--- src/rtl/lab_counter_pkg.sv ---
// Shared constants and helpers for the lab board counter family.
// The up counter imports this package, and the down counter shares it.
package lab_counter_pkg;

  localparam int unsigned CNT_WIDTH      = 4;
  localparam int unsigned BOARD_DIV_BITS = 26;
  localparam int unsigned SIM_DIV_BITS   = 2;
  localparam int unsigned BCD_MAX        = 9;

  // Saturate rather than truncate so BCD digits never hold an illegal value.
  function automatic int unsigned clamp_load(input int unsigned val, input int unsigned max);
    return (val > max) ? max : val;
  endfunction

endpackage

--- src/rtl/tick_gen.sv ---
// Free-running prescaler: one enabled-cycle tick every 2^DIV_BITS enabled clocks.
module tick_gen
  import lab_counter_pkg::*;
#(
  parameter int unsigned DIV_BITS = BOARD_DIV_BITS
) (
  input  logic clk,
  input  logic rst,
  input  logic en,
  input  logic clr,
  output logic tick
);

  logic [DIV_BITS-1:0] div_cnt;

  // A clear realigns the prescaler phase even when en is low.
  always_ff @(posedge clk or negedge rst) begin
    if (!rst) begin
      div_cnt <= '0;
    end else if (clr) begin
      div_cnt <= '0;
    end else if (en) begin
      div_cnt <= div_cnt + DIV_BITS'(1);
    end
  end

  assign tick = en && (div_cnt == '1);

endmodule

--- src/rtl/sync_up_counter.sv ---
// Modulo-(MAX_COUNT+1) up counter advanced by prescaler ticks, with clear,
// clamped parallel load, terminal-count flag and a registered wrap carry.
module sync_up_counter
  import lab_counter_pkg::*;
#(
  parameter int unsigned WIDTH     = CNT_WIDTH,
  parameter int unsigned DIV_BITS  = BOARD_DIV_BITS,
  parameter int unsigned MAX_COUNT = 15
) (
  input  logic             clk,
  input  logic             rst,
  input  logic             en,
  input  logic             clr,
  input  logic             load,
  input  logic [WIDTH-1:0] load_val,
  output logic [WIDTH-1:0] q_out,
  output logic             tick,
  output logic             tc,
  output logic             carry
);

  localparam logic [WIDTH-1:0] MAX_Q = WIDTH'(MAX_COUNT);

  logic [WIDTH-1:0] load_q;
  logic             at_max;

  tick_gen #(
    .DIV_BITS(DIV_BITS)
  ) u_tick_gen (
    .clk (clk),
    .rst (rst),
    .en  (en),
    .clr (clr),
    .tick(tick)
  );

  assign load_q = WIDTH'(clamp_load(32'(load_val), MAX_COUNT));
  assign at_max = (q_out == MAX_Q);
  assign tc     = at_max;

  // A load in a tick cycle swallows that tick, so loading MAX never carries.
  always_ff @(posedge clk or negedge rst) begin
    if (!rst) begin
      q_out <= '0;
      carry <= 1'b0;
    end else if (clr) begin
      q_out <= '0;
      carry <= 1'b0;
    end else if (load) begin
      q_out <= load_q;
      carry <= 1'b0;
    end else if (tick) begin
      if (at_max) begin
        q_out <= '0;
        carry <= 1'b1;
      end else begin
        q_out <= q_out + WIDTH'(1);
        carry <= 1'b0;
      end
    end else begin
      carry <= 1'b0;
    end
  end

endmodule
--- config.mk ---
export PLATFORM = sky130hd
export DESIGN_NAME = sync_up_counter
export DESIGN_NICKNAME = d
export VERILOG_FILES = /design/src/rtl/lab_counter_pkg.sv /design/src/rtl/tick_gen.sv /design/src/rtl/sync_up_counter.sv
export SDC_FILE = /design/constraint.sdc
export NUM_CORES = 1
export LEC_CHECK = 0
export CAP_MARGIN = 40
export CORE_MARGIN = 8
export CORE_UTILIZATION = 53
export DETAILED_ROUTE_END_ITERATION = 12
export PLACE_DENSITY = 0.83
export SETUP_SLACK_MARGIN = 0.5
export SLEW_MARGIN = 20
export SYNTH_ARGS = -nofsm -noshare
export SYNTH_HDL_FRONTEND = slang
export SYNTH_SLANG_ARGS = --single-unit
--- constraint.sdc ---
create_clock -name clk -period 3.25 [get_ports clk]
set_clock_uncertainty 0.2 [all_clocks]
set_input_delay 0.65 -clock clk [delete_from_list [all_inputs] [get_ports clk]]
set_output_delay 0.65 -clock clk [all_outputs]
set_load 0.05 [all_outputs]
==> summary.md <==
Synthesis
- top flip-flop cell by instance count after synthesis: sky130_fd_sc_hd__dfrtp_1
- Synth async-reset ratio: 100%
- summed instance area of the synthesized netlist: 1720 um^2
- top-count cell post-synth: sky130_fd_sc_hd__dfrtp_1
- number of enable flip-flop cells after synthesis: 0
- flop and latch count out of synthesis: 31
- commonest cells in the synthesized netlist: 31 x sky130_fd_sc_hd__dfrtp_1, 21 x sky130_fd_sc_hd__nor2_1, 11 x sky130_fd_sc_hd__a21oi_1, 11 x sky130_fd_sc_hd__or4_1, 10 x sky130_fd_sc_hd__inv_1
- number of warnings issued by yosys: 0
- portion of the post-synthesis area used by sequential elements: 45.1%
- post-synthesis instance total: 188
- post-synthesis area per instance: 9.15 um^2
- number of library cell types mapped by synthesis: 34
- share of the synthesized area in the top cell type: 45.1%
- syn_nets: 199
- top cells by area in the synthesized netlist: sky130_fd_sc_hd__dfrtp_1 45%, sky130_fd_sc_hd__or4_1 4.8%, sky130_fd_sc_hd__nor2_1 4.6%
- leading area contributor after synthesis: sky130_fd_sc_hd__dfrtp_1

Die
- Die H: 73.0 um
- Die Outline Area: 5330 um^2
- Cell Rows: 20
- Initial Utilization: 55.9%
- Std-Cell Core Area: 3080 um^2
- x dimension of the die: 73.0 um
- number of placed I/O pins: 16

Routing
- residual DRC count: 0
- routed len/inst: 15.3 um
- Detailed Route WL: 4.06 mm
- Initial DRT Pass Iterations: 4
- detail-routed via count per cell: 5.78
- Antenna Nets Post-Route: 0
- Iteration-0 DRC Markers: 111
- Via Count: 1532

Pwr
- worst ir drop on vdd: 0.000263 V
- P per Cell Area: 332 nW/um^2
- leakage power total: 0.884 nW

Timing
- final count of negative-setup-slack endpoints: 0
- count of final max-slew check failures: 0
- final sum of negative setup slack: 0 ps
- final count of hold timing violations: 0
- max frequency: 364 MHz
- Period minus WS final: 2750 ps
- pin slew with the least headroom to its limit: 503 ps
- final clock period utilization by the worst path: 84.6%
- Slew Limit Headroom: 66.4%
- fin worst setup slack: 500 ps
- worst hold slack: 365 ps
- unrepaired setup endpoints after global routing: yes

Clocking
- buffers from clock root to sink, at most: 2
- H-Tree Level Count: 2
- CTS hold repair buffers: 0
- CTS Buf Count: 5
- clock root buffer: sky130_fd_sc_hd__clkbuf_4
- CTS Sinks: 31
- insertion delay of the later-clocked pin in the worst-skew pair: 330 ps
- TritonCTS clock tree: built
- clock-pin slew on the worst setup and hold paths: 90 ps

Setup path
- worst-path cell chain: nand4_4 > or4_4 > buf_12 > nor2_4 > buf_12
- slowest CP cell: sky130_fd_sc_hd__or4_4
- Worst Path Arrival: 1900 ps
- maximum fanout count along the critical path: 7
- data required time at the worst endpoint: 2400 ps
- WP buf/inv: 2
- critical path startpoint category: flip-flop
- Setup crit end kind: output pin
- slowest stage delay, CP: 590 ps
- dominant delay contributor by cell family on the critical path: simple AND/OR/NAND/NOR gates
- startpoint-to-endpoint class of the critical path: flip-flop to output pin
- most frequent CP cell: sky130_fd_sc_hd__buf_12

Final layout
- final instance count without filler cells: 265
- Ant. Diodes: 0
- share of cells above drive strength 1: 20.8%
- Area growth syn-to-layout: 26.2%
- final net count: 231
- post-route core utilization: 70.5%

Global route
- residual overflow from global routing: 0
- number of global-route vias before repair: 1455
- maximum number of pins on one net before global-route repair: 38
- GRT Util Overall: 14.8%
- initial antenna violation count: 0
- wire length of the first global-routing pass: 6.22 mm

Worst hold path
- Worst Hold Class: flip-flop to flip-flop

Placed design
- count of buffers from port buffering: 15
- gp weighted congestion: 0.813
- HPWL after detailed placement: 2.45 mm
- worst-case setup slack after placement: 279 ps
- Inst Count DP: 239

Job
- MaxCap Viol Count: 0

Run status
- result of the run: complete, no violations

-- tightest hold or removal path, cell delays in order, from the launching register on --
cell                      delay (ps)
sky130_fd_sc_hd__dfrtp_1         400
sky130_fd_sc_hd__o31ai_1          70
sky130_fd_sc_hd__a21oi_1          60
-- sequential cells by signal, summed over array words and instances (netlist names) --
name                count
q_out                   4
carry                   1
u_tick_gen.div_cnt     26
-- worst paths after layout --
path | startpoint | to | slack (ps) | cells past startpoint
worst max-delay path | u_tick_gen.div_cnt[5] | tick | 500 | 5
worst max register to register | u_tick_gen.div_cnt[5] | u_tick_gen.div_cnt[20] | 720 | 6
worst min-delay path | u_tick_gen.div_cnt[13] | u_tick_gen.div_cnt[13] | 360 | 2
worst min register to register | u_tick_gen.div_cnt[13] | u_tick_gen.div_cnt[13] | 360 | 2
min in group asynchronous | rst | carry | 510 | 2
max in group asynchronous | rst | u_tick_gen.div_cnt[4] | 2030 | 2
-- final cells by class --
type	instances	area (um^2)
timing repair buffer	38	360
tap	44	55.1
inverter	10	37.5
multi-input combinational	134	870
fill	225	907
clock buffer	8	68.8
sequential	31	779
-- power breakdown --
part	leakage (nW)	total, W	switching (W)	internal, W
sequential	0.423	0.000398	0.00000647	0.000391
combinational	0.422	0.0000687	0.0000413	0.0000273
clock	0.0386	0.000254	0.000127	0.000127
-- per-layer routing --
layer	part of all wire (%)	vias up	wire, um	track usage (%)
li1	-	741	-	-
met1	42	745	1690	15.6
met2	54	40	2180	25.8
met3	3.3	6	134	3.57
met4	1.4	0	55	9.33
met5	0	-	0	0
-- cell families after synthesis --
logic type | synth area share, %
AND/OR/NAND/NOR | 26.6
AO/OA/AOI/OAI | 12.7
flip-flops | 45.1
buffers and inverters | 5.24
XOR/XNOR | 5.09
multiplexers | 3.85
adder cells (fa/ha/maj) | 1.45
-- placed cells by master, fill, tap and decap left out, types with 4 or more instances in the layout --
| cell type | n |
|---|---|
| sky130_fd_sc_hd__dfrtp_1 | 28 |
| sky130_fd_sc_hd__buf_4 | 21 |
| sky130_fd_sc_hd__nor2_1 | 20 |
| sky130_fd_sc_hd__clkdlybuf4s50_1 | 12 |
| sky130_fd_sc_hd__a21oi_1 | 11 |
| sky130_fd_sc_hd__inv_1 | 10 |
| sky130_fd_sc_hd__nand2_1 | 9 |
| sky130_fd_sc_hd__or4_1 | 9 |
| sky130_fd_sc_hd__nor4_1 | 9 |
| sky130_fd_sc_hd__nand3_1 | 7 |
| sky130_fd_sc_hd__o21ai_0 | 7 |
| sky130_fd_sc_hd__o31ai_1 | 7 |
| sky130_fd_sc_hd__xnor2_1 | 6 |
| sky130_fd_sc_hd__nand4_1 | 5 |
| sky130_fd_sc_hd__nor2b_1 | 5 |
| sky130_fd_sc_hd__mux2_2 | 5 |
| sky130_fd_sc_hd__clkbuf_4 | 5 |
| sky130_fd_sc_hd__or3_1 | 4 |
| sky130_fd_sc_hd__xor2_1 | 4 |
-- per-stage QoR --
step / power [W] / instance area (um^2)
floorplan: 0.000439 / 1730
finish: 0.000720 / 2170
global route: 0.000752 / 2170
CTS: 0.000725 / 2010
global placement: 0.000469 / 1930
detailed placement: 0.000473 / 1930
-- what timing repair did --
action                     4_1_cts  5_1_grt
pin swaps                        2        3
setup buffers                    1       16
resized for setup                5        5
setup endpoints to repair        2        1
cloned                           0        1
Power figures use the tool's default switching activity.
==> edit, RTL diff (config.mk and constraints unchanged) <==
Register the inputs `en`, `clr`, `load` and `load_val` before use. The logic sees them one clock later. Comments in the files are not updated.
--- a/src/rtl/sync_up_counter.sv
+++ b/src/rtl/sync_up_counter.sv
@@ -23,2 +23,14 @@
 
+  logic en_q;
+  logic clr_q;
+  logic load_r;
+  logic [WIDTH-1:0] load_val_q;
+
+  always_ff @(posedge clk) begin
+    en_q       <= en;
+    clr_q      <= clr;
+    load_r     <= load;
+    load_val_q <= load_val;
+  end
+
   logic [WIDTH-1:0] load_q;
@@ -31,4 +43,4 @@
     .rst (rst),
-    .en  (en),
-    .clr (clr),
+    .en  (en_q),
+    .clr (clr_q),
     .tick(tick)
@@ -36,3 +48,3 @@
 
-  assign load_q = WIDTH'(clamp_load(32'(load_val), MAX_COUNT));
+  assign load_q = WIDTH'(clamp_load(32'(load_val_q), MAX_COUNT));
   assign at_max = (q_out == MAX_Q);
@@ -45,6 +57,6 @@
       carry <= 1'b0;
-    end else if (clr) begin
+    end else if (clr_q) begin
       q_out <= '0;
       carry <= 1'b0;
-    end else if (load) begin
+    end else if (load_r) begin
       q_out <= load_q;
Check against the original RTL: not equivalent (Yosys sat finds a counterexample within 4 cycles, from zero or initial values and one cycle with rst low).
==> edit against the unedited design <==
  * Power rose by 12%
  * Synthesized area rose by 7.6%
  * Largest cell class is now flip-flops and latches
  * Worst setup slack better by 21 ps
  * Maximum frequency is 0.78% higher
  * Final area fell by 2.1%
  * Routed wire length is 10% lower
  * Sequential cell count increased by 7
==> edit: results (changes against the unedited design) <==
Status
  • Status: finished clean (unchanged)

Routing
  • M1 WL: 1.73 mm (was 1.69 mm)
  • Vias: 1482 (was 1532)
  • Met3 WL post-DR: 132 um (was 134 um)
  • DRC violation total after the first TritonRoute iteration: 139 (was 111)
  • Routed WL: 3.65 mm (was 4.06 mm)
  • Routed length on met2: 1.71 mm (was 2.18 mm)
  • DR top layer: met4 (unchanged)

Global route
  • Met3 usage: 4.66% (was 3.57%)
  • Largest net degree at the start of global routing: 32 (was 38)
  • First-pass GRT wire length: 6.18 mm (was 6.22 mm)
  • M2 GR Usage: 22.8% (was 25.8%)
  • Vias in the first global route: 1369 (was 1455)
  • GRT Overall Usage: 14.5% (was 14.8%)
  • GR Util met1: 17.5% (was 15.6%)

Timing
  • Max Clock Freq: 366 MHz (was 364 MHz)
  • Worst hold slack: 283 ps (was 365 ps)
  • Worst Max-Slew Pin Slew: 681 ps (was 503 ps)

Finish
  • Nets: 224 (was 231)
  • Fill count: 282 (was 225)
  • Fin cells: 260 (was 265)
  • Share of cells above drive strength 1: 11.2% (was 20.8%)
  • Max reg flops: 26 (unchanged)
  • ANT cells: 0 (unchanged)
  • Final Core Density: 63.7% (was 70.5%)

Placement
  • Cell Area, Placed: 0.00205 mm2 (was 0.00193 mm2)
  • Pre-CTS setup slack: 778 ps (was 279 ps)
  • I/O Buffers: 15 (unchanged)
  • Dpl cells: 251 (was 239)
  • Detail Placement HPWL: 2.66 mm (was 2.45 mm)
  • Placer congestion estimate: 0.796 (was 0.813)

Synth
  • Synth top cells by count: dfrtp_1 (31), nor2_1 (22), nand2_1 (13), a21oi_1 (11), xnor2_1 (10) (was dfrtp_1 (31), nor2_1 (21), a21oi_1 (11), or4_1 (11), inv_1 (10))
  • Area contributors post-synth: dfrtp_1 (42%), dfxtp_1 (7.6%), xnor2_1 (4.7%), nor2_1 (4.5%), a21oi_1 (3.0%) (was dfrtp_1 (45%), or4_1 (4.8%), nor2_1 (4.6%), mux2_2 (3.3%), nor4_1 (3.3%))
  • Asr flop ratio synth: 81.6% (was 100%)
  • Synth warn: 0 (unchanged)
  • Count of different cell masters after synthesis: 37 (was 34)
  • Sequential share of the synthesized area: 49.5% (was 45.1%)
  • Syn nets: 206 (was 199)
  • Syn Inst Count: 195 (was 188)

Clocking
  • Max Buffers Root-to-Sink: 2 (unchanged)
  • Insertion delay to the later sink of the worst-skew pair: 340 ps
  • H-tree depth: 2 (unchanged)
  • CTS Root Cell: clkbuf_4 (unchanged)
  • TritonCTS Buffers: 5 (unchanged)

Pwr
  • Lkg Pwr: 0.856 nW (was 0.884 nW)
  • VDD IR-drop max: 0.000284 V (was 0.000263 V)

Worst setup path
  • WP data arrival: 1880 ps (was 1900 ps)
  • Max FO, Critical Path: 10 (was 7)
  • Reg2reg setup slack: 880 ps (was 720 ps)
  • Slowest stage delay, CP: 620 ps (was 590 ps)
  • Critical path's slowest cell: or4_4 (unchanged)

Hold path
  • Hold Path Class: flop to flop (unchanged)
[edit: changes by cell type after synthesis, sizes merged, moves of 4 or more]
cell,unedited run,this run
nor3,2,6
dfxtp,0,7
nor4,9,5
xnor2,6,10
clkbuf,8,3
nand2,9,13
[edit: worst paths after layout]
check	from	to	cells after the start
worst max-delay path	u_tick_gen.div_cnt[5]	tick	4
worst min-delay path	load_q[0]	q_out[0]	2
worst max register to register	en_q	u_tick_gen.div_cnt[25]	4
worst min register to register	load_q[0]	q_out[0]	2
max in group asynchronous	rst	q_out[0]	2
min in group asynchronous	rst	u_tick_gen.div_cnt[2]	2
[edit: cell families (layout without fill, tap and decap cells)]
kind of cell | Yosys count | in the layout | share of synthesized area (%)
fa+ha+maj | 2 | 2 | 1.35
buf+inv | 16 | 35 | 3.45
flops | 38 | 38 | 49.5
mux | 5 | 5 | 2.97
compound gates | 32 | 32 | 10.6
xor+xnor | 12 | 12 | 5.68
simple gates | 90 | 90 | 26.4
[edit: final cells by class]
class	instances	share of cell area, %
Tap cell	46	2.71
Clock inverter	1	0.236
Inverter	7	1.24
Multi-Input combinational cell	141	41.3
Sequential cell	38	43.1
Timing Repair Buffer	20	8.83
Clock buffer	7	2.59
[edit: worst max-delay path, delay by kind of cell (launching register included)]
kind | cells | cell delay [ps]
buffers and inverters | 1 | 170
DFF | 1 | 440
and+or+nand+nor | 3 | 930
[edit: report_power, final]
part	switching (mW)	internal [mW]	total, mW
clock	0.146	0.105	0.251
sequential	0.0114	0.482	0.493
combinational	0.0374	0.0269	0.0643
total	0.195	0.613	0.808
[edit: timing repair]
| action | 4_1_cts | 5_1_grt |
|---|---|---|
| setup buffers | 0 | 1 |
| hold endpoints to repair | 0 | 0 |
| setup endpoints to repair | 2 | 1 |
| gates resized for setup | 2 | 1 |
